### config.mk
export PLATFORM = sky130hd
export DESIGN_NAME = snake_motion
export DESIGN_NICKNAME = d
export VERILOG_FILES = /design/src/rtl/snake_motion.sv
export SDC_FILE = /design/constraint.sdc
export NUM_CORES = 1
export LEC_CHECK = 0
export CAP_MARGIN = 5
export CORE_AREA = 2 2 218 220
export CTS_CLUSTER_SIZE = 40
export DETAILED_ROUTE_END_ITERATION = 16
export DIE_AREA = 0 0 220 222
export PLACE_DENSITY_LB_ADDON = 0.3
export SYNTH_ARGS = -nofsm -noshare
export SYNTH_HDL_FRONTEND = slang
export SYNTH_SLANG_ARGS = --single-unit
### constraint.sdc
create_clock -name clk -period 16.07 [get_ports clk]
set_clock_uncertainty 0.15 [all_clocks]
set_input_delay 3.214 -clock clk [delete_from_list [all_inputs] [get_ports clk]]
set_output_delay 3.214 -clock clk [all_outputs]
set_load 0.02 [all_outputs]
### src/rtl/snake_motion.sv
// Snake head/body motion engine: steps the snake once every STEP_DIV clocks,
// handles edge wrap, growth and self-collision, and serves a registered segment read port.
module snake_motion #(
    parameter int unsigned GRID_W   = 32,
    parameter int unsigned GRID_H   = 24,
    parameter int unsigned STEP_DIV = 6250000,
    parameter int unsigned MAX_LEN  = 16
) (
    input  logic       clk,
    input  logic       rst,
    input  logic [4:0] direction,
    input  logic       dir_valid,
    input  logic       grow,
    input  logic [3:0] rd_idx,
    output logic [4:0] rd_x,
    output logic [4:0] rd_y,
    output logic [4:0] head_x,
    output logic [4:0] head_y,
    output logic [4:0] length,
    output logic       step,
    output logic       game_over
);

    localparam int unsigned CntW = (STEP_DIV > 2) ? $clog2(STEP_DIV) : 1;

    localparam logic [4:0] DirUp    = 5'b00010;
    localparam logic [4:0] DirLeft  = 5'b00100;
    localparam logic [4:0] DirDown  = 5'b01000;
    localparam logic [4:0] DirRight = 5'b10000;

    typedef enum logic [1:0] {StIdle, StRun, StOver} state_e;

    state_e            state_q, state_d;
    logic [CntW-1:0]   cnt_q, cnt_d;
    logic [4:0]        cdir_q, cdir_d;
    logic [4:0]        pdir_q, pdir_d;
    logic              grow_pend_q, grow_pend_d;
    logic [4:0]        len_q, len_d;
    logic              step_q, step_d;
    logic [4:0]        seg_x_q [MAX_LEN];
    logic [4:0]        seg_y_q [MAX_LEN];

    logic              dir_ok, dir_opp, dir_acc;
    logic              move_now, grow_apply, hit, shift;
    logic [4:0]        nx, ny;

    always_comb begin
        dir_ok = dir_valid && (direction == DirUp || direction == DirLeft ||
                               direction == DirDown || direction == DirRight);
        dir_opp = (direction == DirUp    && cdir_q == DirDown)  ||
                  (direction == DirDown  && cdir_q == DirUp)    ||
                  (direction == DirLeft  && cdir_q == DirRight) ||
                  (direction == DirRight && cdir_q == DirLeft);
        dir_acc = dir_ok && !dir_opp;
    end

    // Next head position with toroidal wrap; up decrements y.
    always_comb begin
        nx = seg_x_q[0];
        ny = seg_y_q[0];
        case (pdir_q)
            DirUp:    ny = (seg_y_q[0] == 5'd0) ? 5'(GRID_H - 1) : seg_y_q[0] - 5'd1;
            DirDown:  ny = (seg_y_q[0] == 5'(GRID_H - 1)) ? 5'd0 : seg_y_q[0] + 5'd1;
            DirLeft:  nx = (seg_x_q[0] == 5'd0) ? 5'(GRID_W - 1) : seg_x_q[0] - 5'd1;
            DirRight: nx = (seg_x_q[0] == 5'(GRID_W - 1)) ? 5'd0 : seg_x_q[0] + 5'd1;
            default:  ;
        endcase
    end

    // The tail vacates its cell on a non-growing move, so it cannot be hit.
    always_comb begin
        move_now   = (state_q == StRun) && (cnt_q == CntW'(STEP_DIV - 1));
        grow_apply = grow_pend_q && (len_q < 5'(MAX_LEN));
        hit        = 1'b0;
        for (int i = 0; i < MAX_LEN; i++) begin
            if ((5'(i) < len_q) && !((5'(i) == len_q - 5'd1) && !grow_apply) &&
                (seg_x_q[i] == nx) && (seg_y_q[i] == ny)) begin
                hit = 1'b1;
            end
        end
    end

    always_comb begin
        state_d     = state_q;
        cnt_d       = cnt_q;
        cdir_d      = cdir_q;
        pdir_d      = pdir_q;
        grow_pend_d = grow_pend_q;
        len_d       = len_q;
        step_d      = 1'b0;
        shift       = 1'b0;
        unique case (state_q)
            StIdle: begin
                if (dir_acc) begin
                    pdir_d  = direction;
                    state_d = StRun;
                    cnt_d   = '0;
                end
                if (grow) grow_pend_d = 1'b1;
            end
            StRun: begin
                if (dir_acc) pdir_d = direction;
                cnt_d = move_now ? '0 : cnt_q + CntW'(1);
                if (move_now) begin
                    cdir_d = pdir_q;
                    if (hit) begin
                        state_d = StOver;
                    end else begin
                        shift       = 1'b1;
                        step_d      = 1'b1;
                        grow_pend_d = 1'b0;
                        if (grow_apply) len_d = len_q + 5'd1;
                    end
                end
                if (grow) grow_pend_d = 1'b1;
            end
            StOver: ;
            default: state_d = StIdle;
        endcase
    end

    always_ff @(posedge clk) begin
        if (rst) begin
            state_q     <= StIdle;
            cnt_q       <= '0;
            cdir_q      <= DirRight;
            pdir_q      <= DirRight;
            grow_pend_q <= 1'b0;
            len_q       <= 5'd3;
            step_q      <= 1'b0;
            rd_x        <= 5'd31;
            rd_y        <= 5'd31;
            for (int i = 0; i < MAX_LEN; i++) begin
                seg_x_q[i] <= (i < 3) ? 5'(16 - i) : 5'd0;
                seg_y_q[i] <= (i < 3) ? 5'd12 : 5'd0;
            end
        end else begin
            state_q     <= state_d;
            cnt_q       <= cnt_d;
            cdir_q      <= cdir_d;
            pdir_q      <= pdir_d;
            grow_pend_q <= grow_pend_d;
            len_q       <= len_d;
            step_q      <= step_d;
            if ({1'b0, rd_idx} < len_q) begin
                rd_x <= seg_x_q[rd_idx];
                rd_y <= seg_y_q[rd_idx];
            end else begin
                rd_x <= 5'd31;
                rd_y <= 5'd31;
            end
            // Segments beyond len_q shift too; they are never read or compared.
            if (shift) begin
                seg_x_q[0] <= nx;
                seg_y_q[0] <= ny;
                for (int i = 1; i < MAX_LEN; i++) begin
                    seg_x_q[i] <= seg_x_q[i-1];
                    seg_y_q[i] <= seg_y_q[i-1];
                end
            end
        end
    end

    assign head_x    = seg_x_q[0];
    assign head_y    = seg_y_q[0];
    assign length    = len_q;
    assign step      = step_q;
    assign game_over = (state_q == StOver);

endmodule

* Word level (Yosys, flattened, before mapping) *
Memories as Yosys holds them, arrays and structs flattened. A register that Yosys moved wholly into a read port is not among the register bits.
Index checks and enable logic that the tools add are counted.

word-level totals
  register bits after elaboration = 42
  latch bits = 0
  memory bits (writable) = 160
  bits in read-only memories = 0
  input bits = 13
  word-level logic and storage cells = 322
  memories = 2

memory list
  memory   words  bits a word  rd ports  clocked after Yosys merged registers in  write ports  line  RTL
  seg_x_q  16     5            17        1                                        16           40    logic [4:0] seg_x_q [MAX_LEN];
  seg_y_q  16     5            17        1                                        16           41    logic [4:0] seg_y_q [MAX_LEN];

operators by class
  $add $sub $neg = 7
  $mul = 0
  div/mod/pow operators = 0
  magnitude comparators = 18
  equality and inequality tests = 70
  shifts and indexed selects = 0
  multiplexer cells = 74
  bitwise logic cells = 35
  reductions and logical operators = 109

operators by type and width
  cell                   count
  $mux 5                 36
  $eq 5x5->1             32
  $logic_and 1x1->1      72
  $mux 23                2
  $pmux 23 s2            1
  $eq 4x5->1 const A     8
  $lt 4x5->1 const A     8
  $or 1x1->1             32
  $mux 1                 28
  $eq 5x5->1 const B     5
  $add 23x1->23 const B  1
  $eq 23x23->1 const B   1
  $eq 3x5->1 const A     4
  $lt 3x5->1 const A     4
  $pmux 5 s2             2
  $logic_not 1->1        18
  $add 5x1->5 const B    3
  $eq 5x2->1 const B     3
  $eq 5x3->1 const B     3
  $eq 5x4->1 const B     3
  $logic_not 5->1        3
  $sub 5x1->5 const B    3
  $reduce_and 4->1       3
  $eq 2x5->1 const A     2
  18 further kinds       36

* Logic depth before layout (Yosys ltp) *
Gate-level depths: netlist (run 1).

  word-level depth = 31
  mapped depth = 20
  depth with buffers taken out = 13

* Worst setup path before layout (run 1) *
Ideal clock, no wire load.

  path kind = register to register
  start = mem seg_x_q[0][2]
  end = mem seg_x_q[0][0] (enable)
  arrival = 15.049 ns
  data required time = 15.019 ns
  setup slack = -0.030 ns
  stages on the path, launching flop included = 18
  clock period less this slack = 16.100 ns
  cell sequence = edfxtp_1 > clkbuf_1 > clkbuf_1 > clkbuf_1 > and3_1 > ha_1 > or3b_2 > a211oi_2 > nor3_2 > buf_6 > xnor2_1 > nor4_1 > nand4_1 > nand4_1 > or4_1 > buf_2 > clkbuf_1 > o21ai_0

RTL lines
  element      line
  from (decl)  40

==> results of run 1 <==
cells by family (layout without fill, tap and decap cells):
logic type,Yosys count,after routing
xor gates and xnor gates,96,96
AOI/OAI and AO/OA,290,290
muxes,64,64
and+or+nand+nor,544,544
buffers and inverters,133,161
adders and majority gates,16,16
other,0,1
DFF,212,212
state kept, by name (all words and copies together) (netlist names):
signal,count
cdir_q,5
cnt_q,23
grow_pend_q,1
length,5
pdir_q,5
rd_x,5
rd_y,5
seg_x_q,80
seg_y_q,80
state_q,2
step,1
worst max-delay path: cells and delay by family (launching register included):
family / cells / cell delay (ns)
simple gates: 6 / 2.21
compound gates: 3 / 0.89
buf+inv: 4 / 2.02
flops: 1 / 0.88
how the worst max path moves through the flow:
stage / cells past startpoint / from / to / slack, ns
6_report: 13 / pdir_q[2] / seg_x_q[4][3] / 9.43
5_1_grt: 13 / pdir_q[2] / seg_x_q[4][3] / 9.08
4_1_cts: 13 / pdir_q[3] / seg_x_q[1][0] / 9.53
3_5_place_dp: 13 / pdir_q[3] / seg_y_q[0][3] / 9.56
3_3_place_gp: 13 / pdir_q[3] / seg_x_q[1][0] / 9.57
2_1_floorplan: 17 / seg_x_q[0][2] / seg_x_q[0][0] / 4.30
layout by cell type, fill, tap and decap left out, types with 6 or more instances in the layout:
| master | count |
|---|---|
| edfxtp_1 | 160 |
| nor2_1 | 93 |
| a21oi_1 | 73 |
| nand2_1 | 71 |
| and2_1 | 63 |
| nor2b_1 | 61 |
| xnor2_1 | 60 |
| o21ai_0 | 59 |
| dfxtp_1 | 52 |
| mux4_2 | 50 |
| nor4_1 | 48 |
| inv_1 | 43 |
| nand3_1 | 37 |
| clkdlybuf4s50_1 | 36 |
| xor2_1 | 35 |
| nand4_1 | 31 |
| clkbuf_16 | 28 |
| buf_4 | 27 |
| nor3_1 | 22 |
| a2111oi_0 | 18 |
| or3_1 | 17 |
| nand2b_1 | 16 |
| ha_1 | 16 |
| and3_1 | 15 |
| a31oi_1 | 13 |
| or2_2 | 13 |
| mux2i_1 | 11 |
| a211oi_1 | 10 |
| o2111ai_1 | 10 |
| a22oi_1 | 10 |
| o211ai_1 | 9 |
| a311oi_1 | 9 |
| o221ai_1 | 8 |
| nand3b_1 | 8 |
| o22ai_1 | 8 |
| clkbuf_1 | 8 |
| a21o_1 | 6 |
| bufinv_16 | 6 |
layout make-up:
type,count,area share (%)
Antenna cell,1,0.0159
Clock buffer,38,4.82
Clock inverter,12,1.37
Inverter,44,1.05
Multi-Input combinational cell,1010,47.0
Sequential cell,212,37.2
Tap cell,607,4.83
Timing Repair Buffer,67,3.71
power groups by stage:
stage	Sequential, mW	Combinational, mW	Clock [mW]
after CTS	0.645	0.213	0.683
after global routing	0.648	0.230	0.706
after global placement	0.656	0.215	0
after floorplan	0.644	0.143	0
final	0.646	0.216	0.670
after detailed placement	0.655	0.211	0
routing by layer:
layer	routed length [um]	up-vias
met5	9	-
met4	1970	2
met3	4800	114
met2	23100	578
met1	22900	5797
li1	-	5174
stage by stage:
step	util (%)	hold WS [ns]	std cells
4_1_cts	33.9	0.322	1988
6_report	34.0	0.323	1991
3_3_place_gp	31.8	0.307	1938
3_5_place_dp	31.8	0.315	1938
2_1_floorplan	-	0.290	1355
5_1_grt	34.0	0.341	1991
==> flow_summary.toml, run 1 <==
[outcome]
status = "finished, final reports clean"

[drt]
antenna_left = 0
drt_wl_total_um = 52800
dr.pass1.iters = 6
vias_per_cell = 5.86
vias = 11700
drtIter0Drc = 1437
drc = 0
wl_per_cell_um = 26.5

[clock_tree]
clock_path_buffers = 3
cts_resized = 0
cts_made_buffers = 27
tritoncts = "yes"
ctsHoldBuffers = 0
clock_latency_ns = 0.56
post-cts-setup-buffers = 0
clock-root-buffer = "clkbuf_16"
clk_pin_slew_ns = 0.06
cts_max_level = 1
clock-sinks = 212

[cells_and_area]
fillers = 4766
multi_input_area_um2 = 7390
register_area_um2 = 5850
area.growth.synth_to_final_pct = 13.9
drive_gt1_share_pct = 11.7
design_area_um2 = 15700
finalNetCount = 1391

[run]
cap_violations = 0

[worst_hold_path]
hold_end = "cdir_q[2]"
whs_path_depth = 2
hold_path.class = "flip-flop to flip-flop"
min_from = "cdir_q[2]"

[synth]
synth_edf_count = 160
ys_ff_latch = 212
synth_top_cell_by_area = "edfxtp_1"
yosysUniqueCellTypes = 87
synth-main-ff-cell = "edfxtp_1"
synth.avg_cell_area_um2 = 10.2
synth_common_cells = "edfxtp_1, nor2_1, a21oi_1"
yosys.area_share.adder_pct = 1.45
synth_xor_area_share_pct = 6.20
synth-async-reset-ratio_pct = 0
yosysWarnings = 0
syn_area_um2 = 13800
synthesis.nets = 1384
syn_inst = 1355
yosysMostFrequentCell = "edfxtp_1"
synth-compound-area-share_pct = 14.1
synth-seq-area-share_pct = 42.4
ys_top_cells_by_area = "edfxtp_1, mux4_2, dfxtp_1, xnor2_1, and2_1"
synth_top_family_by_area = "simple AND/OR/NAND/NOR gates"
synth_top_area_share_pct = 34.8
muxShareOfSynthArea_pct = 9.21
synthSimpleGateAreaFrac_pct = 22.4

[die]
die_w_um = 220
row_count = 79
initial_core_util_pct = 29.8
die_h_um = 222
pin_count = 40
die-area_um2 = 48800
core_um2 = 46300

[critical_path]
r2r_cells = 13
required_ns = 16.10
reg2reg_from = "pdir_q[2]"
cp_max_fo = 65
cpPeakStageDelay_ns = 0.88
reg2reg_to = "seg_x_q[4][3]"
critPathSlowestCell = "dfxtp_1"
path_common_cell = "buf_4"
crit_chain = "or4b_1, nor2_4, o211ai_1, buf_4, a21oi_1, nor4_1, nand4_1, nand4_1, or4_1, buf_4, o21ai_4, buf_4, buf_4"
r2r_setup_slack_ns = 9.43
critPathKind = "flip-flop to flip-flop"
cp-start-kind = "flip-flop"
crit_arrival_ns = 6.67
end_kind = "flip-flop"

[power_and_ir_drop]
seqPwrFrac_pct = 42.2
max-vdd-ir-drop_mv = 0.0723
p_int_mw = 1.12
combPwrFrac_pct = 14.1
swShare_pct = 27.0
power_mw = 1.53
switchingPower_uw = 414
clkPwrFrac_pct = 43.7
p_leak_nw = 5.29
cellPowerDensity_nw_per_um2 = 97.5

[timing]
finalCritPeriodShare_pct = 41.3
worst_pin_slew_ns = 1.30
slew_headroom_pct = 11.4
hold_violations = 0
period_needed_ns = 6.64
tns_ns = 0
timing.fmax_mhz = 151
setup_ws_ns = 9.43
grt_setup_unrepaired = "no"
setup_violations = 0
drv_slew = 0

[placed_design]
placed_area_um2 = 14700
io_buffers = 39
place_ws_ns = 9.56
hpwl_um = 38400
gp_congestion = 1.01

[global_route]
grt_max_degree = 70
grt.busiest_layer = "met2"
grt_overflow_total = 0
grt_use_met3_pct = 4.50
grtUsageMet1_pct = 30.9
gr-usage-all-layers_pct = 21.6
antenna_found_initial = 6
grt_pass1_vias = 11300
grt_pass1_wl_um = 78500
grt_use_met2_pct = 32.1
(Power assumes the default switching activity.)
==> run 2, diff against run 1 <==
clock period = 5.65 ns   (was 16.07 ns; I/O delays follow)
==> run 2 against run 1 <==
Routed wire length is 4.0% higher. Cell count is 1.6% higher. Count of clock-buffer cells in the layout is 1 lower. Cell area is 1.2% higher. Via count is 2.8% higher. Critical path type unchanged.
==> flow_summary.toml, run 2 (synthesis results as in run 1) <==
[timing]
setup_ws_ns = 0.340
tns_ns = 0
slew_headroom_pct = 9.56
finalCritPeriodShare_pct = 94.0
grt_setup_unrepaired = "no"
timing.fmax_mhz = 188
setup_violations = 0
worst_pin_slew_ns = 1.34
hold_violations = 0
drv_slew = 0
period_needed_ns = 5.31

[die]
row_count = 79
die-area_um2 = 48800
initial_core_util_pct = 29.8
core_um2 = 46300
pin_count = 40
die_h_um = 222
die_w_um = 220

[drt]
vias_per_cell = 5.93
vias = 12000
drtIter0Drc = 1304
drt_wl_total_um = 54900
drc = 0
wl_per_cell_um = 27.2
antenna_left = 0
dr.pass1.iters = 5

[cells_and_area]
fillers = 4771
layout_commonest_cell = "edfxtp_1"
finalNetCount = 1423
fin_cells = 2022
mostFrequentLayoutCells = "edfxtp_1, nor2_1, a21oi_1, nand2_1, and2_1"
drive_gt1_share_pct = 13.8
area.growth.synth_to_final_pct = 15.3
top_regs = "seg_x_q: 80 flops, seg_y_q: 80 flops, cnt_q: 23 flops"

[global_route]
grt_overflow_total = 0
antenna_found_initial = 4
grt_max_degree = 74
grt_pass1_vias = 11400
gr-usage-all-layers_pct = 22.2
grt_pass1_wl_um = 80200

[critical_path]
end_kind = "flip-flop"
cp-start-kind = "flip-flop"
cp_max_fo = 73
crit_arrival_ns = 5.39
critPathKind = "flip-flop to flip-flop"
required_ns = 5.73

[outcome]
status = "finished, final reports clean"

[clock_tree]
clock_latency_ns = 0.57
clock-sinks = 212
ctsHoldBuffers = 0
post-cts-setup-buffers = 0
clock-root-buffer = "clkbuf_16"
cts_made_buffers = 27
cts_resized = 0
cts_max_level = 1
clk_pin_slew_ns = 0.07
clock_path_buffers = 3
tritoncts = "yes"

[power_and_ir_drop]
swShare_pct = 29.2
power_mw = 4.14
p_int_mw = 2.93
switchingPower_mw = 1.21
combPwrFrac_pct = 15.6
cellPowerDensity_nw_per_um2 = 260
p_leak_nw = 5.41
clkPwrFrac_pct = 39.9
max-vdd-ir-drop_mv = 0.257
seqPwrFrac_pct = 44.4

[placed_design]
place_ws_ns = 0.591
hpwl_um = 40800
place_inst = 1972
gp_congestion = 1.02
io_buffers = 39

[run]
cap_violations = 0

[worst_hold_path]
hold_path.class = "flip-flop to flip-flop"
==> run 2: changes by cell type in the layout (fill, tap and decap cells not counted), sizes merged <==
cell | previous run | this run
bufinv | 6 | 0
clkinv | 6 | 11
buf | 29 | 63
clkinvlp | 0 | 1
clkbuf | 40 | 37
==> run 2: per-layer routing <==
layer | wire, um | up-vias | track usage, %
met5 | 27 | - | 0
met4 | 1850 | 4 | 7.32
met3 | 4650 | 115 | 4.12
met2 | 24500 | 594 | 33.7
met1 | 23900 | 6037 | 31.7
li1 | - | 5242 | -
==> run 2: through the flow <==
stage	hold WS (ns)	area, um^2	utilization [%]
after floorplan	0.290	13900	-
after global routing	0.345	15900	34.4
final	0.325	15900	34.4
after global placement	0.305	15100	32.6
after detailed placement	0.314	15100	32.6
after CTS	0.319	15900	34.4
==> run 2: layout make-up <==
class	instances	area, um^2	area share (%)
repair buffers	99	891	5.60
diodes	1	2.50	0.0157
well taps	607	759	4.78
flip-flops and latches	212	5850	36.8
clock inverters	12	68.8	0.433
inverters	44	165	1.04
clock buffers	37	763	4.80
multi-input cells	1010	7410	46.6
==> run 2: path summary, 6_finish.rpt <==
| path | from | end | slack (ns) | cells past startpoint |
|---|---|---|---|---|
| worst max-delay path | seg_x_q[0][0] | seg_x_q[10][2] | 0.34 | 13 |
| worst min-delay path | cdir_q[0] | cdir_q[0] | 0.32 | 2 |
| worst max register to register | seg_x_q[0][0] | seg_x_q[10][2] | 0.34 | 13 |
| worst min register to register | cdir_q[0] | cdir_q[0] | 0.32 | 2 |
==> run 2: power by group through the flow <==
stage          clock network (mW)  logic (mW)  registers, mW
6_report                     1.65       0.647           1.84
2_1_floorplan                   0       0.415           1.82
3_3_place_gp                    0       0.637           1.86
3_5_place_dp                    0       0.632           1.87
5_1_grt                      1.74       0.683           1.84
4_1_cts                      1.69       0.636           1.83
==> run 2: worst max-delay path, stage by stage, from the launching register on <==
cell and delay, ns:
edfxtp_1 0.57, ha_1 0.31, and3_4 0.19, ha_4 0.21, nand2b_1 0.15, nor2_1 0.19, nor3_1 0.86, nor2_1 0.11
a2111oi_0 0.64, or4b_2 0.64, nand4_1 0.16, or4_1 0.30, o21ai_4 0.13, buf_12 0.25
==> run 3, diff against run 2 <==
DONT_BUFFER_PORTS = 1   (was default)
==> run 3 against run 2 <==
Routed wire length down 2.0%. Maximum frequency shrank 0.24%. Combinational power is 7.1% lower. Highest routed layer is now met4. Sequential share of layout area rose by 0.79 points. First-iteration DRC count is 4.4% higher. Cell area shrank 2.1%. Hold slack got worse by 0.0089 ns. Register-to-register slack hardly changed.
==> flow_summary.toml, run 3 (synthesis results as in run 1) <==
[outcome]
status = "finished, final reports clean"

[placed_design]
place_inst = 1932
hpwl_um = 39500
io_buffers = 0
gp_congestion = 1.03
placed_area_um2 = 14700

[critical_path]
r2r_setup_slack_ns = 0.33
cp-start-kind = "flip-flop"
r2r_cells = 14
required_ns = 5.70
reg2reg_from = "seg_x_q[0][2]"
end_kind = "flip-flop"
crit_arrival_ns = 5.37
cp_max_fo = 98
reg2reg_to = "seg_y_q[12][2]"
critPathKind = "flip-flop to flip-flop"

[run]
cap_violations = 0

[timing]
hold_slack_ns = 0.316
grt_setup_unrepaired = "no"
drv_slew = 0
period_needed_ns = 5.32
hold_violations = 0
finalCritPeriodShare_pct = 94.2
slew_headroom_pct = 6.28
setup_violations = 0
worst_pin_slew_ns = 1.39
timing.fmax_mhz = 188

[global_route]
grt_overflow_total = 0
gr-usage-all-layers_pct = 22.0
antenna_found_initial = 1
grt_pass1_wl_um = 79700
grt_pass1_vias = 11400
grt_max_degree = 120

[die]
initial_core_util_pct = 29.8
row_count = 79
die-area_um2 = 48800
die_h_um = 222
pin_count = 40
core_um2 = 46300
die_w_um = 220

[cells_and_area]
layout_commonest_cell = "edfxtp_1"
fillers = 4775
design_area_um2 = 15600
diodes = 0
final_util_pct = 33.6
finalNetCount = 1384
fin_cells = 1982
top_regs = "seg_x_q: 80 flops, seg_y_q: 80 flops, cnt_q: 23 flops"
area.growth.synth_to_final_pct = 12.9
drive_gt1_share_pct = 13.8
mostFrequentLayoutCells = "edfxtp_1, nor2_1, a21oi_1, nand2_1, and2_1"

[drt]
drc = 0
vias = 11800
vias_per_cell = 5.94
wl_per_cell_um = 27.2
drtIter0Drc = 1362
drt_wl_total_um = 53800
antenna_left = 0
dr.pass1.iters = 5

[clock_tree]
clock-root-buffer = "clkbuf_16"
post-cts-setup-buffers = 0
cts_max_level = 1
clock_path_buffers = 3
cts_made_buffers = 27
clock_latency_ns = 0.56
clk_pin_slew_ns = 0.06
clock-sinks = 212
tritoncts = "yes"

[worst_hold_path]
min_from = "cdir_q[2]"
hold_path.class = "flip-flop to flip-flop"
whs_path_depth = 2
hold_end = "cdir_q[2]"

[power_and_ir_drop]
cellPowerDensity_nw_per_um2 = 267
power_mw = 4.15
max-vdd-ir-drop_mv = 0.187
p_leak_nw = 5.26
## run 3: how the worst max path moves through the flow
stage               slack (ns)        endpoint  depth (start not counted)          start
floorplan                -0.97   seg_x_q[0][0]                         17  seg_x_q[0][2]
global placement          0.08   seg_y_q[0][4]                         14  seg_x_q[0][2]
detailed placement        0.16   seg_y_q[8][2]                         14  seg_x_q[0][2]
CTS                       0.12   seg_y_q[8][2]                         14  seg_x_q[0][2]
finish                    0.33  seg_y_q[12][2]                         14  seg_x_q[0][2]
global route              0.16   seg_y_q[7][3]                         15  seg_x_q[0][2]
## run 3: timing repair
| action | in CTS | in global routing |
|---|---|---|
| setup endpoints to repair | 0 | 142 |
| hold buffers | 0 | 0 |
| resized for setup | 0 | 1 |
## run 3: critical path: stages, from the launching register on
cell and delay, ns:
edfxtp_1 0.78, and3_4 0.32, ha_4 0.16, nor2_1 0.06, o21a_1 0.22, nor2_2 0.28, buf_4 0.25, xnor2_1 0.07
a2111oi_0 1.16, nand4b_1 0.33, o2111ai_1 0.32, or4_1 0.20, buf_12 0.16, o21ai_4 0.08, buf_12 0.25
## run 3: where the power goes
group | switching, mW | leakage [nW] | internal, mW | total, mW
clock network | 0.705 | 0.411 | 1.01 | 1.72
registers | 0.0944 | 1.98 | 1.74 | 1.83
logic | 0.363 | 2.87 | 0.238 | 0.601
## run 3: per-layer routing
metal	up-vias	GRT usage [%]	part of all wire, %
met4	0	7.49	3.5
li1	5164	-	-
met2	596	33.6	45
met5	-	0	0
met1	5905	30.9	43
met3	103	4.44	8.8
## run 3: area by class of cell
cell class                      count  area, um^2  area share, %
Clock buffer                       41         758           4.87
Timing Repair Buffer               60         526           3.38
Multi-Input combinational cell   1010        7420           47.7
Clock inverter                      8        93.8          0.603
Sequential cell                   212        5850           37.6
Tap cell                          607         759           4.88
Inverter                           44         165           1.06
## run 3: per-stage QoR
stage	TNS (ns)	setup WS, ns
floorplan	-155.70	-0.973
global placement	0	0.0850
detailed placement	0	0.156
CTS	0	0.116
global route	0	0.160
finish	0	0.327
